### src/rtl/sprite_pkg.sv
// ============================================================================
// sprite_pkg : shared constants and FSM state type for the sprite blitter
// Rev 1.0
// ============================================================================
`default_nettype none

package sprite_pkg;

  localparam int SPRITE_DIM    = 8;
  localparam int SPRITE_PIXELS = SPRITE_DIM * SPRITE_DIM;
  localparam int FB_WIDTH      = 640;
  localparam int ADDR_W        = 19;

  typedef enum logic [1:0] {
    IDLE  = 2'd0,
    READ  = 2'd1,
    WRITE = 2'd2,
    DONE  = 2'd3
  } blit_state_t;

endpackage

`default_nettype wire

### src/rtl/sprite_blit_engine_if.sv
// ============================================================================
// sprite_blit_engine_if : command, sprite-ROM and framebuffer-write signals
// Rev 1.0
// ============================================================================
`default_nettype none

interface sprite_blit_engine_if #(
  parameter int COLOR_W = 8,
  parameter int ADDR_W  = 19,
  parameter int ID_W    = 6
);
  logic                start;
  logic [ADDR_W-1:0]   coordinates;
  logic [ID_W-1:0]     sprite_id;
  logic                busy;
  logic                done;
  logic [ID_W+5:0]     rom_addr;
  logic [COLOR_W-1:0]  rom_data;
  logic                fb_we;
  logic [ADDR_W-1:0]   fb_addr;
  logic [COLOR_W-1:0]  fb_data;
  logic                fb_ready;

  // master: sequencer + ROM + framebuffer side; slave: the blit engine
  modport master (
    output start, coordinates, sprite_id, rom_data, fb_ready,
    input  busy, done, rom_addr, fb_we, fb_addr, fb_data
  );

  modport slave (
    input  start, coordinates, sprite_id, rom_data, fb_ready,
    output busy, done, rom_addr, fb_we, fb_addr, fb_data
  );
endinterface

`default_nettype wire

### src/rtl/sprite_addr.sv
// ============================================================================
// sprite_addr : maps pixel counter 0..63 onto a linear framebuffer address
// Rev 1.0
// ============================================================================
`default_nettype none

module sprite_addr #(
  parameter int FB_WIDTH = 640,
  parameter int ADDR_W   = 19
) (
  input  logic [ADDR_W-1:0] coords,
  input  logic [5:0]        cnt,
  output logic [ADDR_W-1:0] fb_addr
);

  logic [ADDR_W-1:0] row_off;
  logic [ADDR_W-1:0] col_off;

  // Sum wraps modulo 2^ADDR_W by truncation; no overflow indication.
  assign row_off = ADDR_W'(cnt[5:3]) * ADDR_W'(FB_WIDTH);
  assign col_off = ADDR_W'(cnt[2:0]);
  assign fb_addr = coords + row_off + col_off;

endmodule

`default_nettype wire

### src/rtl/sprite_blit_engine.sv
// ============================================================================
// sprite_blit_engine : copies one 8x8 sprite from ROM into the framebuffer.
// Optional colour keying via macro SPRITE_TRANSPARENCY_EN.
// Rev 1.0
// ============================================================================
`default_nettype none

module sprite_blit_engine #(
  parameter int COLOR_W           = 8,
  parameter int FB_WIDTH          = 640,
  parameter int ADDR_W            = 19,
  parameter int ID_W              = 6,
  parameter int TRANSPARENT_COLOR = 0
) (
  input logic                 clk,
  input logic                 rst_n,
  sprite_blit_engine_if.slave bus
);
  import sprite_pkg::*;

`ifdef SPRITE_TRANSPARENCY_EN
  localparam logic KEY_EN = 1'b1;
`else
  localparam logic KEY_EN = 1'b0;
`endif
  localparam logic [COLOR_W-1:0] KEY       = COLOR_W'(TRANSPARENT_COLOR);
  localparam logic [5:0]         LAST_PIX  = 6'(SPRITE_PIXELS - 1);

  blit_state_t        state;
  logic [5:0]         cnt;
  logic [ADDR_W-1:0]  coords_q;
  logic [ID_W-1:0]    id_q;
  logic [ADDR_W-1:0]  pix_addr;
  logic               skip;

  // A keyed pixel completes without a write, keeping the 2-cycle cadence.
  assign skip = KEY_EN && (bus.rom_data == KEY);

  assign bus.busy     = (state == READ) || (state == WRITE);
  assign bus.done     = (state == DONE);
  assign bus.fb_we    = (state == WRITE) && !skip;
  assign bus.rom_addr = {id_q, cnt};
  assign bus.fb_addr  = pix_addr;
  assign bus.fb_data  = (state == WRITE) ? bus.rom_data : '0;

  sprite_addr #(
    .FB_WIDTH (FB_WIDTH),
    .ADDR_W   (ADDR_W)
  ) u_addr (
    .coords  (coords_q),
    .cnt     (cnt),
    .fb_addr (pix_addr)
  );

  always_ff @(posedge clk or negedge rst_n) begin
    if (!rst_n) begin
      state    <= IDLE;
      cnt      <= '0;
      coords_q <= '0;
      id_q     <= '0;
    end else begin
      case (state)
        IDLE: begin
          if (bus.start) begin
            coords_q <= bus.coordinates;
            id_q     <= bus.sprite_id;
            cnt      <= '0;
            state    <= READ;
          end
        end
        READ: state <= WRITE;
        WRITE: begin
          if (bus.fb_ready || skip) begin
            if (cnt == LAST_PIX) begin
              state <= DONE;
            end else begin
              cnt   <= cnt + 6'd1;
              state <= READ;
            end
          end
        end
        DONE:    state <= IDLE;
        default: state <= IDLE;
      endcase
    end
  end

endmodule

`default_nettype wire

### src/flat_wrapper.sv
// flat-port wrapper written by rule: the top's interface ports become plain ports
module sprite_blit_engine_flat import sprite_pkg::*;
#(
  parameter int COLOR_W           = 8,
  parameter int FB_WIDTH          = 640,
  parameter int ADDR_W            = 19,
  parameter int ID_W              = 6,
  parameter int TRANSPARENT_COLOR = 0
)
  (clk, rst_n, bus_start, bus_coordinates, bus_sprite_id, bus_rom_data, bus_fb_ready, bus_busy, bus_done, bus_rom_addr, bus_fb_we, bus_fb_addr, bus_fb_data);
  sprite_blit_engine_if #(.COLOR_W(COLOR_W), .ADDR_W(ADDR_W), .ID_W(ID_W)) bus_i ();
  input logic clk;
  input logic rst_n;
  input wire logic [$bits(bus_i.start)-1:0] bus_start;
  input wire logic [$bits(bus_i.coordinates)-1:0] bus_coordinates;
  input wire logic [$bits(bus_i.sprite_id)-1:0] bus_sprite_id;
  input wire logic [$bits(bus_i.rom_data)-1:0] bus_rom_data;
  input wire logic [$bits(bus_i.fb_ready)-1:0] bus_fb_ready;
  output wire logic [$bits(bus_i.busy)-1:0] bus_busy;
  output wire logic [$bits(bus_i.done)-1:0] bus_done;
  output wire logic [$bits(bus_i.rom_addr)-1:0] bus_rom_addr;
  output wire logic [$bits(bus_i.fb_we)-1:0] bus_fb_we;
  output wire logic [$bits(bus_i.fb_addr)-1:0] bus_fb_addr;
  output wire logic [$bits(bus_i.fb_data)-1:0] bus_fb_data;
  assign bus_i.start = bus_start;
  assign bus_i.coordinates = bus_coordinates;
  assign bus_i.sprite_id = bus_sprite_id;
  assign bus_i.rom_data = bus_rom_data;
  assign bus_i.fb_ready = bus_fb_ready;
  assign bus_busy = bus_i.busy;
  assign bus_done = bus_i.done;
  assign bus_rom_addr = bus_i.rom_addr;
  assign bus_fb_we = bus_i.fb_we;
  assign bus_fb_addr = bus_i.fb_addr;
  assign bus_fb_data = bus_i.fb_data;
  sprite_blit_engine #(.COLOR_W(COLOR_W), .FB_WIDTH(FB_WIDTH), .ADDR_W(ADDR_W), .ID_W(ID_W), .TRANSPARENT_COLOR(TRANSPARENT_COLOR)) u_core (.clk(clk), .rst_n(rst_n), .bus(bus_i));
endmodule
### config.mk
export PLATFORM = sky130hd
export DESIGN_NAME = sprite_blit_engine_flat
export DESIGN_NICKNAME = d
export VERILOG_FILES = /design/src/rtl/sprite_pkg.sv /design/src/rtl/sprite_blit_engine_if.sv /design/src/rtl/sprite_addr.sv /design/src/rtl/sprite_blit_engine.sv /design/src/flat_wrapper.sv
export SDC_FILE = /design/constraint.sdc
export NUM_CORES = 1
export LEC_CHECK = 0
export CORE_AREA = 2 2 71 73
export CTS_BUF_LIST = sky130_fd_sc_hd__clkbuf_2
export CTS_CLUSTER_SIZE = 24
export DETAILED_ROUTE_END_ITERATION = 8
export DIE_AREA = 0 0 73 75
export PLACE_DENSITY_LB_ADDON = 0.12
export SETUP_SLACK_MARGIN = 0.02
export SLEW_MARGIN = 20
export SYNTH_ARGS = -nofsm -noshare
export SYNTH_HDL_FRONTEND = slang
export SYNTH_SLANG_ARGS = --single-unit
### constraint.sdc
create_clock -name clk -period 7.8 [get_ports clk]
set_clock_uncertainty 0.05 [all_clocks]
set_input_delay 0.78 -clock clk [delete_from_list [all_inputs] [get_ports clk]]
set_output_delay 0.78 -clock clk [all_outputs]
set_load 0.1 [all_outputs]
==> results.json <==
{
  "run_status": "completed",
  "rsz0062_at_grt": "false",
  "hold_wc_path_type": "register to register",
  "routed_wirelength_um": 4560,
  "drt-pass1-iter-count": 4,
  "cp_data_arrival_time_ns": 3.93,
  "ctsLongestPathBuffers": 2,
  "rrSetupSlack_ns": 5.56,
  "totalNegativeSetupSlack_ns": 0,
  "warnings_synthesis": 0,
  "timing.critical_path.from_type": "register",
  "std_cell_rows": 25,
  "worst_path_max_stage_delay_ns": 1.15,
  "max_cap_viols": 0,
  "slew_headroom": 0.319,
  "cts-buffers-inserted": 5,
  "layout.cells.most_common": "clkdlybuf4s50_1",
  "clk-insertion-delay-late_ns": 0.36,
  "critPathKind": "register to primary output",
  "worstHoldPathCells": 1,
  "tritoncts": "built",
  "wl_per_cell_um": 14.1,
  "worstReg2RegEnd": "u_core.cnt[3]$_DFFE_PN0P_",
  "finalCriticalPeriod_ns": 4.76,
  "clock_transition_at_the_registers_of_the_reported_paths_ns": 0.15,
  "initialDrtViolationCount": 45,
  "global_route_wire_length_before_repair_um": 7550,
  "timing.final.ws_setup_ns": 3.04,
  "critical_path_required_ns": 6.97,
  "post_cts.resized_instances": 0,
  "cp_cell_sequence": "ha_1 -> ha_1 -> ha_1 -> ha_1 -> nand2_1 -> a21oi_1 -> o31ai_2 -> a211oi_2 -> xor2_1 -> clkdlybuf4s50_1",
  "critical_path_peak_fanout": 8,
  "reg2reg_from": "u_core.state[0]$_DFFE_PN0P_",
  "postSynth.asyncResetShare": 1.00,
  "layout_common_cells": "clkdlybuf4s50_1, dfrtp_1, mux2_2",
  "grt_start_max_net_pins": 34,
  "mapped_nets": 242,
  "track_usage": 0.178,
  "remaining_drc_errors": 0,
  "dieArea_sq_mm": 0.00548,
  "postSynth.topFlopCell": "dfrtp_1",
  "grt_antenna_before_repair": 0,
  "number_of_synthesized_flops_with_an_enable_pin": 0,
  "num_io_pins": 79,
  "hold_start": "u_core.id_q[3]$_DFFE_PN0P_",
  "max_freq_mhz": 210,
  "initial_core_util": 0.441,
  "routabilityCongestion": 0.785,
  "path_common_cell": "ha_1",
  "chipHeight_um": 75,
  "cts_hold_buffers": 0,
  "critPathBufInv": 1,
  "vias": 1694,
  "grt_overflow_total": 0,
  "drtAntennaViolNets": 0,
  "finish.net_count": 324,
  "antenna_cells_inserted": 0,
  "coreArea_sq_mm": 0.00466,
  "end_kind": "primary output",
  "final_period_util": 0.611,
  "avgSynthCellArea_sq_um": 11.0,
  "min_delay_worst_endpoint": "u_core.id_q[3]$_DFFE_PN0P_",
  "place.port_buffers": 78,
  "max_slew.worst_pin.slew_ns": 1.02,
  "layout-drive-gt1-share": 0.149,
  "critical-path-top-delay-family": "buffers and inverters",
  "areaGrowthSynthToFinish_pct": 42.6,
  "cts-root-buf": "clkbuf_2",
  "timing.critical_path.slowest_stage_cell": "clkdlybuf4s50_1",
  "ctsHtreeMaxLevel": 2,
  "number_of_global_route_vias_before_repair": 1680,
  "syn_inst": 187,
  "dp_slack_ns": 3.42,
  "worstRegToRegCells": 7,
  "report.final.setup_viol": 0,
  "fill_cells": 430,
  "max_slew_violation_total_from_the_final_report": 0,
  "synth.lib_cells_used.distinct": 39,
  "synth_area_sq_mm": 0.00206,
  "dieWidth_um": 73,
  "viasPerCell": 5.24,
  "place.detailed.hpwl_um": 3510,
  "tritoncts_num_sinks": 33,
  "synth_seq_area_share": 0.402,
  "cts_setup_buffers": 0,
  "number_of_register_bits_inferred_by_synthesis": 33,
  "hold_viol": 0
}
[registers in the layout, indices dropped and copies added (netlist names)]
| register | flops |
|---|---|
| u_core.coords_q | 19 |
| u_core.id_q | 6 |
| u_core.cnt | 6 |
| u_core.state | 2 |
[cell type report]
class                      instances  area [sq um]  share of cell area
tap                               54          67.6              0.0230
sequential                        33           826               0.282
clock inverter                     1          3.75             0.00128
multi-input combinational        145          1200               0.408
clock buffer                       6          30.0              0.0102
timing repair buffer              79           788               0.269
inverter                           5          18.8             0.00640
[cells in the mapped netlist (all sizes together) (2+ instances only)]
master   n  area share
nand3    9       0.028
mux2    25        0.14
or2      2      0.0061
clkbuf   3      0.0055
xor2     9       0.038
a21oi   11       0.029
a21o     2      0.0073
ha      17        0.10
xnor2    8       0.034
nor2     6       0.011
dfrtp   33        0.40
o31ai    4       0.017
nand2b   2      0.0061
nand4    2      0.0091
a22o     3       0.013
a211oi   3       0.013
inv      5      0.0091
o21ai    7       0.017
nor3     2      0.0049
and2    11       0.033
nand2   12       0.022
[worst max-delay path by stage]
stage	from	end	slack, ns	cells after the start
floorplan	u_core.cnt[3]$_DFFE_PN0P_	bus_fb_addr[17]	2.91	9
global placement	u_core.cnt[3]$_DFFE_PN0P_	bus_fb_addr[18]	3.47	10
detailed placement	u_core.cnt[3]$_DFFE_PN0P_	bus_fb_addr[18]	3.42	10
CTS	u_core.cnt[3]$_DFFE_PN0P_	bus_fb_addr[18]	2.99	10
global route	u_core.cnt[3]$_DFFE_PN0P_	bus_fb_addr[18]	2.78	10
finish	u_core.cnt[3]$_DFFE_PN0P_	bus_fb_addr[18]	3.04	10
[kinds of logic (layout without fill, tap and decap cells)]
family | count (synthesis) | in the layout | synth area share
simple gates | 49 | 49 | 0.138
fa+ha+maj | 18 | 18 | 0.113
xor+xnor | 17 | 17 | 0.0724
flops | 33 | 33 | 0.402
buf+inv | 9 | 91 | 0.0170
mux | 25 | 25 | 0.137
compound gates | 36 | 36 | 0.121
[per-layer routing]
layer  vias up  track usage  share of wire  wire length (um)
li1        828            -              -                 -
met1       801        0.225           0.45              2050
met4         0       0.0514          0.011                50
met5         -            0              0                 0
met3         5       0.0469          0.063               287
met2        60        0.300           0.48              2170
[stage by stage]
step	utilization	area, sq um	hold WS, ns	std cells
3_5_place_dp	0.621	2900	0.442	316
3_3_place_gp	0.621	2900	0.437	316
2_1_floorplan	-	2060	0.429	187
4_1_cts	0.628	2930	0.476	323
6_report	0.629	2930	0.473	323
5_1_grt	0.629	2930	0.498	323
Power is not shown: default switching activity piles up to over one toggle a cycle in this logic, so the estimate is an artifact.
